File: config.mk
export PLATFORM = sky130hd
export DESIGN_NAME = regfile_wr_arbiter
export DESIGN_NICKNAME = d
export VERILOG_FILES = /design/src/rtl/regfile_wr_arbiter.sv
export SDC_FILE = /design/constraint.sdc
export NUM_CORES = 1
export LEC_CHECK = 0
export ABC_CLOCK_PERIOD_IN_PS = 4600
export CELL_PAD_IN_SITES_DETAIL_PLACEMENT = 0
export CELL_PAD_IN_SITES_GLOBAL_PLACEMENT = 2
export CORE_AREA = 2 2 168 170
export DETAILED_ROUTE_END_ITERATION = 7
export DIE_AREA = 0 0 170 172
export PLACE_DENSITY = 0.94
export SKIP_CTS_REPAIR_TIMING = 1
export SKIP_LAST_GASP = 1
export SYNTH_ARGS = -nofsm -noshare
export SYNTH_HDL_FRONTEND = slang
export SYNTH_SLANG_ARGS = --single-unit
export TNS_END_PERCENT = 10
File: constraint.sdc
create_clock -name clk -period 4.6 [get_ports clk]
set_input_delay 0.92 -clock clk [delete_from_list [all_inputs] [get_ports clk]]
set_output_delay 0.92 -clock clk [all_outputs]
set_load 0.02 [all_outputs]
File: src/rtl/regfile_wr_arbiter.sv
// regfile_wr_arbiter
//
// Shares the register file's single write port among NUM_REQ producers.
// A round-robin arbiter grants one requester per cycle, and the winning
// write is registered into a one-stage pipeline that drives the register
// file write port. The in-flight write is forwarded onto both read ports,
// so consumers never see stale data. Writes to address 0 are accepted but
// never reach the register file. Instead they are counted in a saturating
// drop counter.
//
// Ports:
//   clk, reset                   - clock, asynchronous active-high reset
//   req_valid/req_addr/req_data  - per-requester write requests (packed slices)
//   req_ready                    - one-hot combinational grant
//   rf_we/rf_wr_addr/rf_wr_data  - registered register file write port
//   rd_addr_a/b                  - read addresses (shared with register file)
//   rf_rd_data_a/b               - raw register file read data
//   rd_data_a/b                  - forwarded read data for consumers
//   drop_count                   - saturating count of accepted writes to addr 0
module regfile_wr_arbiter #(
  parameter int NUM_REQ       = 4,
  parameter int NUM_ADDR_BITS = 6,
  parameter int REG_WIDTH     = 32
) (
  input  logic                           clk,
  input  logic                           reset,
  input  logic [NUM_REQ-1:0]             req_valid,
  input  logic [NUM_REQ*NUM_ADDR_BITS-1:0] req_addr,
  input  logic [NUM_REQ*REG_WIDTH-1:0]   req_data,
  output logic [NUM_REQ-1:0]             req_ready,
  output logic                           rf_we,
  output logic [NUM_ADDR_BITS-1:0]       rf_wr_addr,
  output logic [REG_WIDTH-1:0]           rf_wr_data,
  input  logic [NUM_ADDR_BITS-1:0]       rd_addr_a,
  input  logic [NUM_ADDR_BITS-1:0]       rd_addr_b,
  input  logic [REG_WIDTH-1:0]           rf_rd_data_a,
  input  logic [REG_WIDTH-1:0]           rf_rd_data_b,
  output logic [REG_WIDTH-1:0]           rd_data_a,
  output logic [REG_WIDTH-1:0]           rd_data_b,
  output logic [15:0]                    drop_count
);

  localparam int IDX_W = (NUM_REQ > 1) ? $clog2(NUM_REQ) : 1;
  localparam logic [IDX_W-1:0] LAST_IDX = IDX_W'(NUM_REQ - 1);
  localparam logic [NUM_ADDR_BITS-1:0] ZERO_ADDR = {NUM_ADDR_BITS{1'b0}};

  logic [IDX_W-1:0]         ptr_q, ptr_d;
  logic                     rf_we_q, rf_we_d;
  logic [NUM_ADDR_BITS-1:0] rf_wr_addr_q, rf_wr_addr_d;
  logic [REG_WIDTH-1:0]     rf_wr_data_q, rf_wr_data_d;
  logic [15:0]              drop_count_q, drop_count_d;

  logic [IDX_W-1:0]         cand_idx;
  logic [IDX_W-1:0]         win_idx;
  logic                     transfer;
  logic [NUM_ADDR_BITS-1:0] win_addr;
  logic [REG_WIDTH-1:0]     win_data;

  // Read-data bypass: address 0 reads as zero, an in-flight write to the
  // same address overrides the (not yet updated) register file output.
  function automatic logic [REG_WIDTH-1:0] fwd_sel(
    input logic [NUM_ADDR_BITS-1:0] rd_addr,
    input logic [REG_WIDTH-1:0]     raw_data,
    input logic                     we,
    input logic [NUM_ADDR_BITS-1:0] wr_addr,
    input logic [REG_WIDTH-1:0]     wr_data
  );
    logic [REG_WIDTH-1:0] res;
    if (rd_addr == ZERO_ADDR) begin
      res = {REG_WIDTH{1'b0}};
    end else if (we && (rd_addr == wr_addr)) begin
      res = wr_data;
    end else begin
      res = raw_data;
    end
    return res;
  endfunction

  // Round-robin winner search: first valid requester starting at ptr_q.
  always_comb begin
    cand_idx = {IDX_W{1'b0}};
    win_idx  = {IDX_W{1'b0}};
    transfer = 1'b0;
    for (int k = 0; k < NUM_REQ; k++) begin
      cand_idx = IDX_W'((int'(ptr_q) + k) % NUM_REQ);
      if (!transfer && req_valid[cand_idx]) begin
        transfer = 1'b1;
        win_idx  = cand_idx;
      end else begin
        transfer = transfer;
      end
    end
  end

  assign win_addr = req_addr[win_idx*NUM_ADDR_BITS +: NUM_ADDR_BITS];
  assign win_data = req_data[win_idx*REG_WIDTH +: REG_WIDTH];

  // One-hot grant; a valid requester always wins, so grant implies transfer.
  always_comb begin
    if (transfer) begin
      req_ready = {{(NUM_REQ-1){1'b0}}, 1'b1} << win_idx;
    end else begin
      req_ready = {NUM_REQ{1'b0}};
    end
  end

  // Next-state: pointer advance, write stage load and drop counting.
  always_comb begin
    ptr_d        = ptr_q;
    rf_we_d      = 1'b0;
    rf_wr_addr_d = rf_wr_addr_q;
    rf_wr_data_d = rf_wr_data_q;
    drop_count_d = drop_count_q;
    if (transfer) begin
      ptr_d        = (win_idx == LAST_IDX) ? {IDX_W{1'b0}} : (win_idx + IDX_W'(1));
      rf_wr_addr_d = win_addr;
      rf_wr_data_d = win_data;
      rf_we_d      = (win_addr != ZERO_ADDR);
      // Address 0 is hardwired in the register file; count the drop instead.
      if ((win_addr == ZERO_ADDR) && (drop_count_q != 16'hFFFF)) begin
        drop_count_d = drop_count_q + 16'd1;
      end else begin
        drop_count_d = drop_count_q;
      end
    end else begin
      ptr_d = ptr_q;
    end
  end

  // State registers; reset discards the in-flight write immediately.
  always_ff @(posedge clk or posedge reset) begin
    if (reset) begin
      ptr_q        <= {IDX_W{1'b0}};
      rf_we_q      <= 1'b0;
      rf_wr_addr_q <= {NUM_ADDR_BITS{1'b0}};
      rf_wr_data_q <= {REG_WIDTH{1'b0}};
      drop_count_q <= 16'd0;
    end else begin
      ptr_q        <= ptr_d;
      rf_we_q      <= rf_we_d;
      rf_wr_addr_q <= rf_wr_addr_d;
      rf_wr_data_q <= rf_wr_data_d;
      drop_count_q <= drop_count_d;
    end
  end

  assign rf_we      = rf_we_q;
  assign rf_wr_addr = rf_wr_addr_q;
  assign rf_wr_data = rf_wr_data_q;
  assign drop_count = drop_count_q;

  // Forwarded read data for both ports.
  always_comb begin
    rd_data_a = fwd_sel(rd_addr_a, rf_rd_data_a, rf_we_q, rf_wr_addr_q, rf_wr_data_q);
    rd_data_b = fwd_sel(rd_addr_b, rf_rd_data_b, rf_we_q, rf_wr_addr_q, rf_wr_data_q);
  end

endmodule

==> summary.md, run 1 <==
The flow ran to the end, and the final reports show no timing, DRC or antenna violations. Deepest level of the CTS H-tree: 3. The max-slew violation count was 0. After detailed routing, the average wire length per cell comes to 17.3 um. Per report_power, the combinational group accounts for 55.4% of the total. The number of flops mapped to enable cells by yosys came out at 0. The logs give 0 for the number of failing setup endpoints in the final timing report and 0.0292 sq mm for the floorplan die area.

The tools report the source of the worst register-to-register timing path as ptr_q[1]. The worst register-to-register path has a setup slack of 1470 ps. The finished layout holds 1365 standard cells, fillers aside. Along the worst path, the maximum fanout reaches 40.

The global-route total usage across every layer was 15.5%; the number of different library cells in the post-synthesis netlist was 42. STA classifies the critical path endpoint as an output port. The minimum clock period after layout was 4150 ps. The clock passes through at most 2 buffers. Measured along the y axis, the die boundary spans 172 um. Synthesis produced 680 cells.

Detailed placement finished with a half-perimeter wire length of 18.1 mm. Counting every net in the synthesized netlist gives 919. The share of synthesized area occupied by flip-flops and latches came out at 29.2%. The commonest non-fill, non-tap cell in the layout is sky130_fd_sc_hd__clkdlybuf4s50_1.

After the last flow step, the layout net total stands at 1253. Final weighted congestion in routability-driven placement: 0.768. The utilization after layout was 33.4%; the aggregate negative setup slack was 0 ps.

Per report_power, the sequential group accounts for 25.2% of the total. The tree is rooted in a sky130_fd_sc_hd__clkbuf_16. The tools report the via count of the first global-routing pass as 5902. The first detailed-routing pass ran for 6 iterations. The count of buffers added on input and output ports is 356. The tools report the setup skew after layout as 5.03 ps. At the worst endpoint, the arrival time is 3230 ps. The critical path is of the in2out type. After detailed placement, the design holds a cell count of 1349. The startpoint type of the worst setup path is an input port. On the critical path, the stage with the largest delay is an instance of sky130_fd_sc_hd__clkdlybuf4s50_1. The site row count is 61. Of the total power, the clock network draws 19.4%. The most used flip-flop cell after synthesis is sky130_fd_sc_hd__dfrtp_1. The worst hold path begins at drop_count[13]. Of all flip-flops after synthesis, the portion carrying an async set or reset was 100%.

The count of fill cells added during filler insertion was 2926. The mapped netlist covers 0.00488 sq mm. The cell depth of the worst hold path works out to 1. The routed via count divided by cell count is 4.33. The minimum hold slack was 515 ps; the number of DRC violations after detailed routing was 0. The worst max-slew margin expressed relative to the limit came out at 43.5%. The post-synthesis area per instance works out to 7.18 sq um. Clock latency on the worst-skew pair, taken at its later pin, is 330 ps. The top-level I/O count came out at 357. Counting cells, the worst reg-to-reg path comes to 10. The pin count of the biggest net entering global routing is 51, and the number of synthesized register bits is 57.

Cell internal power dissipation: 2.14 mW. Setup repair after global routing left no endpoint under its margin. The signed area change from the synthesized netlist to the final layout is 87.7%, and the final period utilization is 90.2%. TritonCTS built the clock tree. The Yosys step of the flow raised 0 warnings. For the number of hold-slack violations in the final timing report, the log shows 0. The sequential cells in the finished layout cover a total of 0.00143 sq mm. The upper clock frequency limit came out at 241 MHz. The wire length of the first global-routing pass came out at 34.4 mm. Traced cell by cell, the critical path runs through clkdlybuf4s50_1, nor3b_2, a211oi_2, nor2_4, buf_4, ha_1, nor2b_1, clkdlybuf4s50_1.

The antenna violation net count after detailed routing was 0; the reported max-cap violation count was 0. The run gives 0.173 mV as the maximum vdd ir drop. The end point of the worst hold path was drop_count[13]. The cell type with the highest occurrence count on the critical path is sky130_fd_sc_hd__clkdlybuf4s50_1. 0 antenna diodes ended up in the layout. The worst stage delay on the critical path works out to 610 ps. The switching share of total power was 44.0%; the placeable core area was 0.0275 sq mm.

In this run the worst hold path is classified as reg2reg. The number of antenna violations at the first check in global routing is 0. TritonCTS created 9 clock buffers. The endpoint identified for the worst register-to-register timing path is drop_count[14]. The fraction of final layout cells with drive strength greater than 1 came out at 6.67%. After global routing the overflow that remains totals 0. The aggregate routed wire length was 23.5 mm. At the pin with the least slew margin, the transition time is 846 ps.

After clock tree synthesis, the clock-pin slew on the worst setup and hold paths is 60 ps. Measured along the x axis, the die boundary spans 170 um. The power density over the cells is 416 mW/mm^2, and the TritonCTS sink count is 57.

For the net switching power, the log shows 1.68 mW. The DRC marker count from the first detailed-route iteration is 202. For this design the static power due to leakage is 3.66 nW. The initial cell density of the core was 17.8%. The top cell types in the final layout, fill and taps aside, are 356 x sky130_fd_sc_hd__clkdlybuf4s50_1, 207 x sky130_fd_sc_hd__nand2_1, 88 x sky130_fd_sc_hd__nand3_1, 69 x sky130_fd_sc_hd__nor2_1, 65 x sky130_fd_sc_hd__mux2i_1.

The endpoint required time on the critical path was 3680 ps; the multi-input combinational cell area was 0.00324 sq mm. The total via count after detailed routing came out at 5907.
worst max-delay path by stage:
stage | start | end | slack, ps
floorplan | req_valid[1] | req_ready[2] | 1170
global placement | req_valid[1] | req_ready[2] | 450
detailed placement | req_valid[1] | req_ready[3] | 430
CTS | req_valid[1] | req_ready[3] | 440
global route | req_valid[3] | req_ready[2] | 290
finish | req_valid[1] | req_ready[3] | 450
power by group through the flow:
| stage | combinational [mW] | clock, mW | sequential (mW) |
|---|---|---|---|
| final | 2.11 | 0.739 | 0.963 |
| after global routing | 2.31 | 0.790 | 0.997 |
| after CTS | 2.14 | 0.773 | 0.975 |
| after detailed placement | 2.14 | 0 | 0.982 |
| after global placement | 2.13 | 0 | 0.974 |
| after floorplan | 0.947 | 0 | 1.09 |
critical path, delay by kind of cell:
kind,cells,cell delay [ps]
simple gates,3,520
buf+inv,3,1470
compound gates,1,90
fa+ha+maj,1,220
metrics by stage:
stage	worst slack, ps	cell area [sq um]	power, mW
2_1_floorplan	1170	4880	2.03
3_3_place_gp	452	8850	3.11
3_5_place_dp	430	8850	3.12
4_1_cts	435	9170	3.89
5_1_grt	293	9170	4.10
6_report	452	9170	3.81
registers in the layout, summed over array words and instances (netlist names):
name,count
rf_wr_data,32
drop_count,16
rf_wr_addr,6
ptr_q,2
rf_we,1
logic make-up after synthesis:
group	after synthesis	synth area share, %
buffers and inverters	55	5.25
adder cells (fa/ha/maj)	5	1.28
XOR/XNOR	27	5.61
AO/OA/AOI/OAI	59	7.10
flip-flops	57	29.2
multiplexers	67	13.8
AND/OR/NAND/NOR	410	37.8
final cells by class:
| cell class | count | share of cell area (%) |
|---|---|---|
| Timing Repair Buffer | 371 | 40.6 |
| Multi-Input combinational cell | 568 | 35.3 |
| Sequential cell | 57 | 15.6 |
| Tap cell | 346 | 4.72 |
| Clock buffer | 10 | 2.50 |
| Clock inverter | 6 | 1.01 |
| Inverter | 7 | 0.287 |
cell usage after synthesis, types with 2 or more instances:
cell                       number  area [sq um]
sky130_fd_sc_hd__a31oi_1        2          12.5
sky130_fd_sc_hd__and3_1         7          43.8
sky130_fd_sc_hd__buf_1          4          15.0
sky130_fd_sc_hd__buf_2         15          75.1
sky130_fd_sc_hd__buf_4          2          15.0
sky130_fd_sc_hd__clkbuf_1      25          93.8
sky130_fd_sc_hd__dfrtp_1       57          1430
sky130_fd_sc_hd__ha_1           5          62.6
sky130_fd_sc_hd__inv_1          6          22.5
sky130_fd_sc_hd__mux2_2         2          22.5
sky130_fd_sc_hd__mux2i_1       65           651
sky130_fd_sc_hd__nand2_1      207           777
sky130_fd_sc_hd__nand2b_1       2          12.5
sky130_fd_sc_hd__nand3_1       88           440
sky130_fd_sc_hd__nand3_2        4          40.0
sky130_fd_sc_hd__nand4_1        4          25.0
sky130_fd_sc_hd__nor2_1        70           263
sky130_fd_sc_hd__nor2_4         9           101
sky130_fd_sc_hd__nor2b_1        4          25.0
sky130_fd_sc_hd__nor3_1         6          30.0
sky130_fd_sc_hd__nor4_1         2          12.5
sky130_fd_sc_hd__o21ai_0       48           240
sky130_fd_sc_hd__o31ai_1        2          15.0
sky130_fd_sc_hd__or4_1          2          15.0
sky130_fd_sc_hd__xnor2_1        8          70.1
sky130_fd_sc_hd__xor2_1        14           123
sky130_fd_sc_hd__xor2_2         5          81.3
layer usage:
layer | GRT usage, % | share of wire [%] | vias to the layer above
met4 | 3.53 | 1.3 | 0
met3 | 4.07 | 7.3 | 17
met1 | 18.2 | 41 | 2718
li1 | - | - | 2937
met2 | 28.4 | 50 | 235
met5 | 0 | 0 | -
(Power assumes the default switching activity.)
==> run 2: changes to the inputs <==
--- a/config.mk
+++ b/config.mk
@@ -5,7 +5,6 @@
 export SDC_FILE = /design/constraint.sdc
 export NUM_CORES = 1
 export LEC_CHECK = 0
-export ABC_CLOCK_PERIOD_IN_PS = 4600
 export CELL_PAD_IN_SITES_DETAIL_PLACEMENT = 0
 export CELL_PAD_IN_SITES_GLOBAL_PLACEMENT = 2
 export CORE_AREA = 2 2 168 170
==> results of run 2 <==
Final layout, timing and power as in run 1 (identical DEF).
==> run 3: changes to the inputs <==
--- a/config.mk
+++ b/config.mk
@@ -5,12 +5,11 @@
 export SDC_FILE = /design/constraint.sdc
 export NUM_CORES = 1
 export LEC_CHECK = 0
-export CELL_PAD_IN_SITES_DETAIL_PLACEMENT = 0
-export CELL_PAD_IN_SITES_GLOBAL_PLACEMENT = 2
-export CORE_AREA = 2 2 168 170
+export CORE_AREA = 2 2 139 141
 export DETAILED_ROUTE_END_ITERATION = 7
-export DIE_AREA = 0 0 170 172
-export PLACE_DENSITY = 0.94
+export DIE_AREA = 0 0 141 143
+export DONT_BUFFER_PORTS = 1
+export PLACE_DENSITY = 0.49
 export SKIP_CTS_REPAIR_TIMING = 1
 export SKIP_LAST_GASP = 1
 export SYNTH_ARGS = -nofsm -noshare
==> summary.md, run 3 (synthesis results as in run 1) <==
The run finished with clean final reports. The max-slew violation count was 0; the number of standard cells in the layout, taps in and fillers out was 900. The cell type of the slowest stage on the worst timing path was sky130_fd_sc_hd__nor2_4.

Setup repair after global routing left no endpoint under its margin. Global routing used 18.2% of the available tracks. Leaving out fill and tap cells, the most frequent cells in the layout are 207 x sky130_fd_sc_hd__nand2_1, 88 x sky130_fd_sc_hd__nand3_1, 69 x sky130_fd_sc_hd__nor2_1, 65 x sky130_fd_sc_hd__mux2i_1, 57 x sky130_fd_sc_hd__dfrtp_1. The antenna violation net count after detailed routing was 0. The tree is rooted in a sky130_fd_sc_hd__clkbuf_16. The number of clock buffers added by TritonCTS is 9.

Walking the worst path, the cells encountered are nor3b_2, a211oi_2, buf_4, nor2_4, inv_2, ha_1, nor2b_1, buf_4. STA classifies the critical path startpoint as an input port. The first routing iteration left 212 violations.

In this run the power density over the cells is 569 mW/mm^2. Summed over all failing endpoints, the final setup total negative slack is 0 ps. The kind of cell with the highest combined delay along the critical path is simple AND/OR/NAND/NOR gates. The die is 143 um tall. The first global-routing pass estimated 27.1 mm of wire. The run gives 2670 ps as the data arrival time at the worst-slack endpoint.

For the total via count after detailed routing, the log shows 4668. The tools report the total inserted antenna cells as 0. Setup violations remaining at the end of the flow were counted as 0. The number of DRC violations after detailed routing is 0, and the worst max-slew margin expressed relative to the limit is 41.4%. In this run the deepest clock path goes through 2 buffers. The run gives 4429 as the via count of the first global-routing pass. For this configuration, the core starts out at a cell density of 26.3%.

The number of nets at the end of the flow was 900; the routed via count divided by cell count was 5.19. Input and output buffers added on the ports amount to 0. The register with the most flip-flops in the layout has 32 of them. The top-level I/O count is 357. The aggregate routed wire length is 19.3 mm. The logs give 3.08 mW for the total power and 330 ps for the clock network latency to the later pin of the worst-skew pair. The signed area change from the synthesized netlist to the final layout was 10.9%.

The tools report the setup skew after layout as 3.66 ps. Cells with a size suffix above 1 make up 10.7% of the layout. The slew at the pin with the worst max-slew slack was 875 ps.

The path class of the tightest hold or removal check is reg2reg. The TritonCTS sink count came out at 57. Counting stages on the worst path, the most repeated cell is sky130_fd_sc_hd__buf_4. After legalization and detailed placement, the total HPWL measured 14.7 mm. TritonCTS built the clock tree.

After detailed placement, the design holds a cell count of 884. The reported max-cap violation count was 0. The biggest fanout along the worst timing path came out at 35.

The final period utilization works out to 78.1%. On the worst path, the slowest cell contributes a delay of 620 ps. The library cell used most frequently in the layout, excluding fill and tap cells, is sky130_fd_sc_hd__nand2_1. Summing all multi-input logic gate instances after layout gives 0.00324 sq mm. The endpoint type of the worst setup path was an output port. The count of buffer and inverter cells on the critical path works out to 3.

The run gives 2.27 nW as the static leakage. The smallest clock period supported by the final layout is computed as 3590 ps. The number of antenna violations at the first check in global routing was 0; the minimum hold slack was 585 ps.

Dividing the detail-routed wire length by the instance count gives 21.5 um. At the worst endpoint, the required time is 3680 ps. The total global routing overflow was 0. Path type of the worst setup path: in2out. The floorplan step set the die width to 141 um. The logs give 2043 for the count of fill cells added during filler insertion and 0 for the number of hold-slack violations in the final timing report. For the floorplan die area, the log shows 0.0202 sq mm. The core region is 0.0186 sq mm. Derived from the worst setup path, the maximum achievable clock frequency is 278 MHz. For the maximum vdd ir drop, the log shows 0.183 mV. The floorplan has 50 rows.

Pin count of the biggest net entering global routing: 58. The deepest level of the CTS H-tree was 3; the clock transition at the registers of the reported paths was 50 ps. At the end of routability-driven placement, the weighted congestion stood at 0.833. The run gives 0.00143 sq mm as the total area of sequential cells. The number of search-and-repair iterations in the first detailed-routing pass was 4.
==> run 3: layer usage <==
layer	up-vias	part of all wire (%)	global-route usage (%)
met5	-	0	0
met4	0	2.9	7.32
met3	32	7.6	5.57
met2	213	50	31.1
met1	2200	40	21.4
li1	2223	-	-
==> run 3: final cells by class <==
cell class	count	area share [%]
Sequential cell	57	26.3
Clock inverter	5	1.02
Timing Repair Buffer	18	2.50
Tap cell	234	5.41
Clock buffer	11	4.48
Multi-Input combinational cell	568	59.8
Inverter	7	0.485
==> run 3: worst paths after layout <==
path                               from  cells after the start        endpoint  slack [ps]
min reg2reg                    ptr_q[0]                      2        ptr_q[0]         590
min                            ptr_q[0]                      2        ptr_q[0]         590
max in group asynchronous         reset                      2   rf_wr_data[2]        3390
max                        req_valid[1]                      8    req_ready[0]        1010
max reg2reg                    ptr_q[1]                      9   drop_count[8]        1630
min in group asynchronous         reset                      2  rf_wr_data[25]         700
==> run 3: power breakdown <==
group	switching, mW	internal (mW)
clock	0.247	0.432
sequential	0.536	0.679
combinational	0.783	0.401
==> run 3: tightest hold or removal path, cell delays in order, from the launching register on <==
cell,delay (ps)
sky130_fd_sc_hd__dfrtp_1,410
sky130_fd_sc_hd__inv_1,80
sky130_fd_sc_hd__a21oi_1,50
==> run 3: stage by stage <==
step	setup WS [ps]	cell area [sq um]	utilization (%)
floorplan	1170	4880	-
global placement	998	5120	27.5
detailed placement	990	5120	27.5
CTS	990	5420	29.1
global route	836	5420	29.1
finish	1010	5420	29.1
